[src/rtl/lsu_pkg.sv]
// lsu_pkg: size encodings, pipeline/response structs and store/alignment helpers
// shared by the load/store unit and its load-formatting sub-module.
package lsu_pkg;

    localparam logic [1:0] SZ_B = 2'b00;
    localparam logic [1:0] SZ_H = 2'b01;
    localparam logic [1:0] SZ_W = 2'b10;

    // Tag width carried in the structs; the lsu TAG_W parameter defaults to it.
    localparam int LSU_TAG_W = 5;

    // Request metadata registered in stage s1.
    typedef struct packed {
        logic [1:0]           size;
        logic [1:0]           offset;
        logic                 unsgn;
        logic [LSU_TAG_W-1:0] tag;
        logic                 we;
        logic                 err;
    } lsu_meta_t;

    // Formatted response, as presented to the core or parked in the hold buffer.
    typedef struct packed {
        logic [31:0]          data;
        logic [LSU_TAG_W-1:0] tag;
        logic                 we;
        logic                 err;
    } lsu_rsp_t;

    // Byte offset truncated to the natural alignment of the access size.
    function automatic logic [1:0] lsu_eff_offset(input logic [1:0] size,
                                                   input logic [1:0] addr_lo);
        case (size)
            SZ_B:    return addr_lo;
            SZ_H:    return {addr_lo[1], 1'b0};
            default: return 2'b00;
        endcase
    endfunction

    // Byte write enables for a store at an (already aligned) offset.
    function automatic logic [3:0] lsu_wmask(input logic [1:0] size,
                                             input logic [1:0] offset);
        case (size)
            SZ_B:    return 4'b0001 << offset;
            SZ_H:    return 4'b0011 << offset;
            default: return 4'b1111;
        endcase
    endfunction

    // Replicate the store data across all lanes so the mask alone picks bytes.
    function automatic logic [31:0] lsu_replicate(input logic [1:0]  size,
                                                  input logic [31:0] wdata);
        case (size)
            SZ_B:    return {4{wdata[7:0]}};
            SZ_H:    return {2{wdata[15:0]}};
            default: return wdata;
        endcase
    endfunction

    // True when the address is not naturally aligned for the size.
    function automatic logic lsu_misaligned(input logic [1:0] size,
                                            input logic [1:0] addr_lo);
        case (size)
            SZ_B:    return 1'b0;
            SZ_H:    return addr_lo[0];
            default: return addr_lo != 2'b00;
        endcase
    endfunction

endpackage

[src/rtl/lsu_load_align.sv]
// lsu_load_align: picks the addressed lane out of a memory word and sign- or
// zero-extends it. Purely combinational; reused by the port-b instance.
module lsu_load_align
    import lsu_pkg::*;
(
    input  logic [1:0]  size,
    input  logic [1:0]  offset,
    input  logic        unsgn,
    input  logic [31:0] data,
    output logic [31:0] result
);

    logic [7:0]  lane8;
    logic [15:0] lane16;

    // Lane select by offset, then extension by size.
    always_comb begin
        lane8  = 8'h00;
        lane16 = offset[1] ? data[31:16] : data[15:0];
        case (offset)
            2'd0: lane8 = data[7:0];
            2'd1: lane8 = data[15:8];
            2'd2: lane8 = data[23:16];
            default: lane8 = data[31:24];
        endcase
        case (size)
            SZ_B:    result = {{24{!unsgn & lane8[7]}}, lane8};
            SZ_H:    result = {{16{!unsgn & lane16[15]}}, lane16};
            default: result = data;
        endcase
    end

endmodule

[src/rtl/lsu.sv]
// lsu: load/store unit driving one data-memory port. Requests drive the memory
// combinationally in the accept cycle, the registered read data is formatted in
// s1, and a one-entry hold buffer absorbs a single cycle of response back-pressure.
// Optional macro LSU_ALIGN_CHECK_EN: flag misaligned half/word accesses as errors
// (no write, zero data); otherwise offsets are silently truncated.
module lsu
    import lsu_pkg::*;
#(
    parameter int ADDR_W = 32,
    parameter int TAG_W  = LSU_TAG_W
) (
    input  logic              clk,
    input  logic              reset,
    input  logic              req_valid,
    output logic              req_ready,
    input  logic              req_we,
    input  logic [1:0]        req_size,
    input  logic              req_unsigned,
    input  logic [ADDR_W-1:0] req_addr,
    input  logic [31:0]       req_wdata,
    input  logic [TAG_W-1:0]  req_tag,
    output logic              rsp_valid,
    input  logic              rsp_ready,
    output logic [31:0]       rsp_data,
    output logic [TAG_W-1:0]  rsp_tag,
    output logic              rsp_we,
    output logic              rsp_err,
    output logic [ADDR_W-1:0] mem_addr,
    output logic [3:0]        mem_wmask,
    output logic [31:0]       mem_wdata,
    output logic              mem_cen,
    input  logic [31:0]       mem_data
);

    logic      s1_valid_q, s1_valid_d;
    lsu_meta_t s1_meta_q, s1_meta_d;
    logic      hold_valid_q, hold_valid_d;
    lsu_rsp_t  hold_q, hold_d;

    logic       accept;
    logic       req_err;
    logic [1:0] req_off;
    logic [31:0] s1_load;
    lsu_rsp_t   s1_rsp;
    lsu_rsp_t   rsp_sel;

`ifdef LSU_ALIGN_CHECK_EN
    assign req_err = lsu_misaligned(req_size, req_addr[1:0]);
`else
    assign req_err = 1'b0;
`endif

    assign req_off   = lsu_eff_offset(req_size, req_addr[1:0]);
    // Stall when a response is parked, or when s1 is about to be parked now.
    assign req_ready = !reset && !hold_valid_q && !(s1_valid_q && !rsp_ready);
    assign accept    = req_valid && req_ready;

    // Memory port drive; everything is zero unless a request is accepted.
    always_comb begin
        mem_cen   = 1'b0;
        mem_addr  = '0;
        mem_wdata = 32'h0;
        mem_wmask = 4'b0000;
        if (accept) begin
            mem_cen   = 1'b1;
            mem_addr  = {req_addr[ADDR_W-1:2], 2'b00};
            mem_wdata = lsu_replicate(req_size, req_wdata);
            if (req_we && !req_err) mem_wmask = lsu_wmask(req_size, req_off);
        end
    end

    // Stage s1 captures request metadata alongside the memory read.
    always_comb begin
        s1_valid_d = accept;
        s1_meta_d  = s1_meta_q;
        if (accept) begin
            s1_meta_d.size   = req_size;
            s1_meta_d.offset = req_off;
            s1_meta_d.unsgn  = req_unsigned;
            s1_meta_d.tag    = LSU_TAG_W'(req_tag);
            s1_meta_d.we     = req_we;
            s1_meta_d.err    = req_err;
        end
    end

    lsu_load_align u_align (
        .size   (s1_meta_q.size),
        .offset (s1_meta_q.offset),
        .unsgn  (s1_meta_q.unsgn),
        .data   (mem_data),
        .result (s1_load)
    );

    // Format the s1 response; stores and errors return zero data.
    always_comb begin
        s1_rsp.data = (s1_meta_q.we || s1_meta_q.err) ? 32'h0 : s1_load;
        s1_rsp.tag  = s1_meta_q.tag;
        s1_rsp.we   = s1_meta_q.we;
        s1_rsp.err  = s1_meta_q.err;
    end

    // Hold buffer: park s1 when the core refuses it, release on acceptance.
    // s1 is always empty while hold is full because req_ready is low then.
    always_comb begin
        hold_valid_d = hold_valid_q;
        hold_d       = hold_q;
        if (hold_valid_q) begin
            if (rsp_ready) hold_valid_d = 1'b0;
        end else if (s1_valid_q && !rsp_ready) begin
            hold_valid_d = 1'b1;
            hold_d       = s1_rsp;
        end
    end

    // Response mux; payload is forced to zero when no response is presented.
    always_comb begin
        rsp_valid = !reset && (hold_valid_q || s1_valid_q);
        rsp_sel   = hold_valid_q ? hold_q : s1_rsp;
        if (!rsp_valid) rsp_sel = '0;
        rsp_data  = rsp_sel.data;
        rsp_tag   = TAG_W'(rsp_sel.tag);
        rsp_we    = rsp_sel.we;
        rsp_err   = rsp_sel.err;
    end

    // State registers; reset drops anything in flight.
    always_ff @(posedge clk) begin
        if (reset) begin
            s1_valid_q   <= 1'b0;
            s1_meta_q    <= '0;
            hold_valid_q <= 1'b0;
            hold_q       <= '0;
        end else begin
            s1_valid_q   <= s1_valid_d;
            s1_meta_q    <= s1_meta_d;
            hold_valid_q <= hold_valid_d;
            hold_q       <= hold_d;
        end
    end

endmodule

[config.mk]
export PLATFORM = sky130hd
export DESIGN_NAME = lsu
export DESIGN_NICKNAME = d
export VERILOG_FILES = /design/src/rtl/lsu_pkg.sv /design/src/rtl/lsu_load_align.sv /design/src/rtl/lsu.sv
export SDC_FILE = /design/constraint.sdc
export NUM_CORES = 1
export LEC_CHECK = 0
export CELL_PAD_IN_SITES_DETAIL_PLACEMENT = 2
export CELL_PAD_IN_SITES_GLOBAL_PLACEMENT = 2
export CORE_AREA = 3 3 110 191
export CTS_BUF_LIST = sky130_fd_sc_hd__clkbuf_16
export DETAILED_ROUTE_END_ITERATION = 6
export DIE_AREA = 0 0 113 194
export PLACE_DENSITY = 0.87
export SLEW_MARGIN = 30
export SYNTH_ARGS = -nofsm -noshare
export SYNTH_HDL_FRONTEND = slang
export SYNTH_HIERARCHICAL = 1
export SYNTH_SLANG_ARGS = --single-unit
[constraint.sdc]
create_clock -name clk -period 7.1 [get_ports clk]
set_clock_uncertainty 0.05 [all_clocks]
set_input_delay 1.42 -clock clk [delete_from_list [all_inputs] [get_ports clk]]
set_output_delay 1.42 -clock clk [all_outputs]
set_load 0.03 [all_outputs]
* After elaboration in Yosys (flattened, before gate mapping)
Index checks and enable logic that the tools add are counted.
** Operators by class
- Eq/ne operators :: 4
- Shift-type cells :: 2
- Multiplexer cells :: 17
- Bitwise gates (word level) :: 3
- Reductions and logical operators :: 15
** Operators with widths (number)
- one-hot mux 32 bit (2 select lines) :: 2
- 2-to-1 mux 32 bit :: 3
- 2-to-1 mux 39 bit :: 2
- one-hot mux 8 bit (3 select lines) :: 1
- 2-to-1 mux 16 bit :: 1
- 2-to-1 mux 4 bit :: 2
- one-hot mux 4 bit (2 select lines) :: 1
- == test 2 x 1 -> 1 bit, second input constant :: 3
- logical NOT 2 bit :: 3
- logical AND 1 bit :: 5
- logical NOT 1 bit :: 5
- 2-to-1 mux 1 bit :: 4
- one-hot mux 2 bit (2 select lines) :: 1
- left shift 1 x 2 -> 4 bit, first input constant :: 1
- left shift 2 x 2 -> 4 bit, first input constant :: 1
- AND 1 bit :: 2
- == test 2 bit, second input constant :: 1
- AND reduction 2 bit :: 1
- logical OR 1 bit :: 1
- NOT 1 bit :: 1
** Storage, ports and cells
- Flip-flop bits (word level) :: 51
- Output and inout bits :: 110
- Word-level logic and storage cells :: 51

* Logic depth before layout (Yosys ltp)
Gate-level depths: netlist of the first run.
- Depth in word-level cells :: 7
- Mapped depth :: 10

* Modules after synthesis
The synthesis of the first run kept the hierarchy.
** Modules (own cells, without submodules)
- lsu :: times used 1, cells each 491, area an instance 3445.8 um^2, sequential area each 1021.0 um^2
- lsu_load_align :: times used 1, cells each 115, area an instance 845.8 um^2, sequential area each 0.0 um^2

* Least setup slack after synthesis of the first run
OpenSTA, ideal clock, no wires.
- Kind :: input-to-output
- From :: in mem_data[31]
- To :: out rsp_data[21]
- Data arrival time :: 2.775 ns
- Data required time :: 5.630 ns
- Setup slack :: 2.855 ns
- Stages on the path :: 8
- Cell sequence :: mux2i_1 > or3_1 > buf_6 > buf_6 > o211ai_2 > nor3b_1 > a21oi_1 > nor2_1
** Between the ends
- Word-level cells in the longest chain between the ends :: 6
** Ends and longest elaborated chain
- start: declaration :: line lsu.sv:32 : input logic [31:0] mem_data
- one-hot mux 8 bit (3 select lines) / 2-to-1 mux 16 bit (equally long branches) :: line lsu_load_align.sv:20, lsu_load_align.sv:19
- AND 1 bit, on equally long branches :: line lsu_load_align.sv:27, lsu_load_align.sv:28
- one-hot mux 32 bit (2 select lines) * :: line lsu_load_align.sv:26 : case (size)
- named net s1_load[21] :: line lsu.sv:43 : logic [31:0] s1_load;
- 2-to-1 mux 32 bit * :: line lsu.sv:96 : s1_rsp.data = (s1_meta_q.we || s1_meta_q.err) ? 32'h0 : s1_load;
- 2-to-1 mux 39 bit * :: line lsu.sv:118 : rsp_sel = hold_valid_q ? hold_q : s1_rsp;
- 2-to-1 mux 39 bit * :: line lsu.sv:119 : if (!rsp_valid) rsp_sel = '0;
- end: declaration :: line lsu.sv:24 : output logic [31:0] rsp_data,
The timed path passes the listed nets; every way through them passes the cells marked *.

* Worst setup path in the final report of the first run
- From :: in mem_data[31]
- To :: out rsp_data[27]
The elaborated chain is that of the path after synthesis.

==> impl_metrics.env, run 1 <==
export IMPL_fin_hold_ws_ns=0.408
export IMPL_drive_gt1_share_pct=6.19
export IMPL_synthCells=606
export IMPL_regToRegSetupSlack_ns=4.47
export IMPL_io_buffers=215
export IMPL_area_growth_syn_to_layout_pct=56.2
export IMPL_vias_per_cell=5.00
export IMPL_cts_max_path_buffers=2
export IMPL_synth_edf_count=0
export IMPL_synth_most_common_cell="nand2_1"
export IMPL_clock_latency_ns=0.30
export IMPL_power_density_nw_per_um2=147
export IMPL_die_area_um2=21900
export IMPL_initial_core_util_pct=21.7
export IMPL_netlist_top_cells_area="dfxtp_1 (24%), a21oi_1 (10%), nand2_1 (8.9%)"
export IMPL_wl_per_cell_um=19.6
export IMPL_root_buffer="clkbuf_16"
export IMPL_grt_pass1_vias=5536
export IMPL_critPathCaptureType="output port"
export IMPL_postPlaceCellArea_um2=6530
export IMPL_yosysWarnings=6
export IMPL_crit_type="input port to output port"
export IMPL_synth_top_area_cell="dfxtp_1"
export IMPL_grt_antenna_before_repair=0
export IMPL_fin_setup_tns_ns=0
export IMPL_hold_depth=2
export IMPL_final_cell_area_um2=6700
export IMPL_crit_top_cell="clkdlybuf4s50_1"
export IMPL_clkSlewWorstSetupHoldPaths_ns=0.08
export IMPL_fin_ws_ns=1.26
export IMPL_clock_sinks=51
export IMPL_finalSetupViolCount=0
export IMPL_first_pass_iters=4
export IMPL_p_leak_nw=2.29
export IMPL_ys_types=40
export IMPL_worst_ep_arrival_time_ns=4.37
export IMPL_whs_endpoint="hold_q[19]"
export IMPL_ant_nets=0
export IMPL_path_cells="clkdlybuf4s50_1 > mux2_2 > a32oi_2 > buf_4 > o211ai_2 > nor3b_1 > a21oi_1 > nor2_1 > clkdlybuf4s50_1"
export IMPL_ys_ff_latch=51
export IMPL_core_um2=19700
export IMPL_drtIter0Drc=187
export IMPL_utilization_pct=34.0
export IMPL_async_flop_share_pct=0
export IMPL_dpl_hpwl_mm=15.2
export IMPL_hp_start="hold_q[19]"
export IMPL_cts_repair_resized=0
export IMPL_rsz0062_at_grt="no"
export IMPL_critPathBufInv=3
export IMPL_total_power_uw=983
export IMPL_final_hold_violation_count=0
export IMPL_grt_first_pass_wirelength_mm=31.0
export IMPL_r2r_cells=6
export IMPL_die_w_um=113
export IMPL_postCtsSetupBuffers=0
export IMPL_grt_ovfl_total=0
export IMPL_tightest_slew_ns=0.960
export IMPL_wirelength_mm=20.0
export IMPL_ctsHoldBuffers=0
export IMPL_grt_total_usage_pct=17.7
export IMPL_hold_path_class="flop to flop"
export IMPL_gp_congestion=0.781
export IMPL_nNetsFinal=884
export IMPL_yosysSeqAreaShare_pct=23.8
export IMPL_synth_top_area_share_pct=23.8
export IMPL_cp_data_required_time_ns=5.63
export IMPL_netlist_top_cells_count="nand2_1 (102), a21oi_1 (90), dfxtp_1 (51), nor2_1 (51), and2_1 (39)"
export IMPL_num_rows=68
export IMPL_ios=219
export IMPL_r2r_end="hold_q[26]"
export IMPL_numCtsBuffers=5
export IMPL_min_period_ns=5.84
export IMPL_cpPeakStageDelay_ns=0.62
export IMPL_cp_top_family="buffers and inverters"
export IMPL_ir_drop_uv=105
export IMPL_cts_tree="built"
export IMPL_dpl_worst_slack_ns=1.25
export IMPL_dr_total_vias=5110
export IMPL_slew_viol_final=0
export IMPL_finalCritPeriodShare_pct=82.3
export IMPL_synth_flop_cell="dfxtp_1"
export IMPL_die_y_um=194
export IMPL_placedCellCount=1013
export IMPL_cap_violations=0
export IMPL_drc_errors=0
export IMPL_syn_avg_cell_area_um2=7.08
export IMPL_fmax_mhz=171
export IMPL_grt_max_degree=68
export IMPL_r2r_start="s1_meta_q[9]"
export IMPL_slew_headroom_pct=35.9
export IMPL_status="completed"
export IMPL_syn_area_um2=4290
export IMPL_critPathMaxFanout=13
export IMPL_diodes=0
export IMPL_startpoint_type="input port"
export IMPL_finalNonFillerCells=1021
export IMPL_slowest_stage="a32oi_2"
export IMPL_htree_num_levels=2
## tightest hold or removal path: stages (launching register included)
cell and delay, ns:
dfxtp_1 0.31, nand2_1 0.05, a21oi_1 0.05
## power breakdown
part | switching, mW | internal (mW)
clock | 0.123 | 0.169
combinational | 0.202 | 0.175
sequential | 0.0172 | 0.297
## sequential cells by signal, indices dropped and copies added (netlist names)
| name | flops |
|---|---|
| hold_valid_q | 1 |
| hold_q | 38 |
| s1_meta_q | 11 |
| s1_valid_q | 1 |
## area by class of cell
cell class,instances,area (um2)
Clock buffer,5,125
Clock inverter,3,47.5
Fill cell,2312,13000
Inverter,16,60.1
Multi-Input combinational cell,476,2890
Sequential cell,51,1030
Tap cell,245,307
Timing Repair Buffer,225,2250
## layout by cell type, fill, tap and decap left out, types with 10 or more instances in the layout
cell             instances
inv_1                   14
a21oi_1                 90
o211ai_2                10
nor3b_1                 32
nand3b_1                32
nand2_1                102
dfxtp_1                 49
and2_1                  39
nor2_1                  51
nor2b_1                 10
mux2_2                  10
clkdlybuf4s50_1        215
o311ai_0                10
mux2i_1                 29
## routing by layer
layer | wire length (um) | GRT usage, %
met4 | 486 | 5.44
met3 | 1220 | 3.75
met2 | 10900 | 34.1
met5 | 0 | 0
met1 | 7430 | 18.7
## cell families after synthesis
| family | after synthesis | share of synthesized area [%] |
|---|---|---|
| flip-flops | 51 | 23.8 |
| other | 1 | 0.0874 |
| AND/OR/NAND/NOR | 277 | 33.5 |
| AO/OA/AOI/OAI | 157 | 23.7 |
| multiplexers | 39 | 9.39 |
| buffers and inverters | 81 | 9.48 |
## worst max-delay path by stage
stage	start	to	slack, ns	cells after the start
after floorplan	mem_data[31]	rsp_data[21]	2.86	8
after global placement	mem_data[31]	rsp_data[27]	1.25	9
after detailed placement	mem_data[31]	rsp_data[27]	1.25	9
after CTS	mem_data[31]	rsp_data[27]	1.25	9
after global routing	mem_data[31]	rsp_data[19]	1.13	9
final	mem_data[31]	rsp_data[27]	1.26	9
(Power assumes the default switching activity.)
==> run 2: changes to the inputs <==
Settings changed: CORE_AREA 3 3 110 191 to 3 3 113 196, DIE_AREA 0 0 113 194 to 0 0 116 199, PLACE_DENSITY 0.87 to 0.83.
Clock period 7.1 ns to 5.92 ns, I/O delays scaled along.
==> run 2 against run 1 <==
Effect of this change:
- combinational power rose by 19%
- die area grew 5.3%
- via count decreased by 0.16%
- critical endpoint is now rsp_data[30]
- clock power rose by 17%
- count of clock-buffer cells in the layout did not move
- non-clock buffer count grew 2
==> impl_metrics.env, run 2 (synthesis results as in run 1) <==
export IMPL_core_um2=20800
export IMPL_root_buffer="clkbuf_16"
export IMPL_cp_data_required_time_ns=4.69
export IMPL_min_period_ns=5.10
export IMPL_fillers=2417
export IMPL_hp_start="hold_q[7]"
export IMPL_drc_errors=0
export IMPL_final_cell_area_um2=6660
export IMPL_rsz0062_at_grt="no"
export IMPL_status="completed"
export IMPL_dpl_hpwl_mm=15.0
export IMPL_die_w_um=116
export IMPL_nNetsFinal=886
export IMPL_die_area_um2=23100
export IMPL_clock_latency_ns=0.29
export IMPL_wirelength_mm=19.7
export IMPL_layout_commonest_cell="clkdlybuf4s50_1"
export IMPL_drive_gt1_share_pct=11.3
export IMPL_fin_setup_tns_ns=0
export IMPL_grt_max_degree=68
export IMPL_ctsHoldBuffers=0
export IMPL_cts_tree="built"
export IMPL_die_y_um=199
export IMPL_hold_path_class="flop to flop"
export IMPL_wl_per_cell_um=19.1
export IMPL_io_buffers=215
export IMPL_top_regs="hold_q x38, s1_meta_q x11"
export IMPL_finalCritPeriodShare_pct=86.1
export IMPL_utilization_pct=31.9
export IMPL_grt_first_pass_wirelength_mm=30.2
export IMPL_tightest_slew_ns=0.931
export IMPL_htree_num_levels=2
export IMPL_postPlaceCellArea_um2=6490
export IMPL_num_rows=70
export IMPL_dpl_worst_slack_ns=0.777
export IMPL_vias_per_cell=4.95
export IMPL_total_power_mw=1.17
export IMPL_worst_ep_arrival_time_ns=3.86
export IMPL_regToRegSetupSlack_ns=3.49
export IMPL_ir_drop_uv=91.0
export IMPL_fin_hold_ws_ns=0.412
export IMPL_r2r_cells=5
export IMPL_initial_core_util_pct=20.6
export IMPL_power_density_nw_per_um2=175
export IMPL_ios=219
export IMPL_grt_ovfl_total=0
export IMPL_cap_violations=0
export IMPL_regMostFlops="hold_q"
export IMPL_finalNonFillerCells=1030
export IMPL_finalSetupViolCount=0
export IMPL_fin_ws_ns=0.822
export IMPL_postCtsSetupBuffers=0
export IMPL_largest_reg_flops=38
export IMPL_cts_repair_resized=0
export IMPL_slew_headroom_pct=37.8
export IMPL_clock_sinks=51
export IMPL_r2r_start="s1_meta_q[9]"
export IMPL_crit_type="input port to output port"
export IMPL_critPathMaxFanout=16
export IMPL_hold_depth=2
export IMPL_final_cell_mix="clkdlybuf4s50_1 (176), nand2_1 (102), a21oi_1 (90)"
export IMPL_drtIter0Drc=208
export IMPL_placedCellCount=1022
export IMPL_grt_pass1_vias=5493
export IMPL_clkSlewWorstSetupHoldPaths_ns=0.07
export IMPL_grt_antenna_before_repair=0
export IMPL_ant_nets=0
export IMPL_dr_total_vias=5102
export IMPL_critPathCaptureType="output port"
export IMPL_first_pass_iters=4
export IMPL_diodes=0
export IMPL_slew_viol_final=0
export IMPL_numCtsBuffers=5
export IMPL_final_hold_violation_count=0
export IMPL_gp_congestion=0.790
export IMPL_grt_total_usage_pct=16.8
export IMPL_area_growth_syn_to_layout_pct=55.2
export IMPL_fmax_mhz=196
export IMPL_startpoint_type="input port"
export IMPL_cts_max_path_buffers=2
export IMPL_whs_endpoint="hold_q[7]"
export IMPL_r2r_end="hold_q[37]"
export IMPL_p_leak_nw=2.37
run 2: worst max path at each step:
| stage | to | cells past startpoint | start |
|---|---|---|---|
| floorplan | rsp_data[21] | 8 | mem_data[31] |
| global placement | rsp_data[30] | 8 | mem_data[31] |
| detailed placement | rsp_data[30] | 8 | mem_data[31] |
| CTS | rsp_data[30] | 8 | mem_data[31] |
| global route | rsp_data[16] | 8 | mem_data[31] |
| finish | rsp_data[30] | 8 | mem_data[31] |
run 2: area by class of cell:
type / instances / area [um2] / area share (%)
clock inverter: 3 / 41.3 / 0.620
clock buffer: 5 / 125 / 1.88
tap: 252 / 315 / 4.74
inverter: 16 / 60.1 / 0.902
sequential: 51 / 1030 / 15.4
multi-input combinational: 476 / 2890 / 43.4
timing repair buffer: 227 / 2200 / 33.0
run 2: worst max-delay path, stage by stage:
cell             delay [ns]
clkdlybuf4s50_1        0.54
mux2i_1                0.11
or3_1                  0.66
o211ai_1               0.28
nor3b_1                0.22
a21oi_1                0.06
nor2_1                 0.11
clkdlybuf4s50_1        0.68
run 2: layer usage:
layer	track usage [%]	share of wire (%)	vias to the layer above
met5	0	0	-
li1	-	-	2428
met2	32.6	54	195
met1	17.6	38	2462
met3	3.26	5.9	17
met4	5.46	2.3	0
run 2: power by group:
| part | total (mW) | internal (mW) | switching, mW |
|---|---|---|---|
| clock network | 0.341 | 0.199 | 0.142 |
| logic | 0.450 | 0.209 | 0.240 |
| registers | 0.378 | 0.355 | 0.0223 |
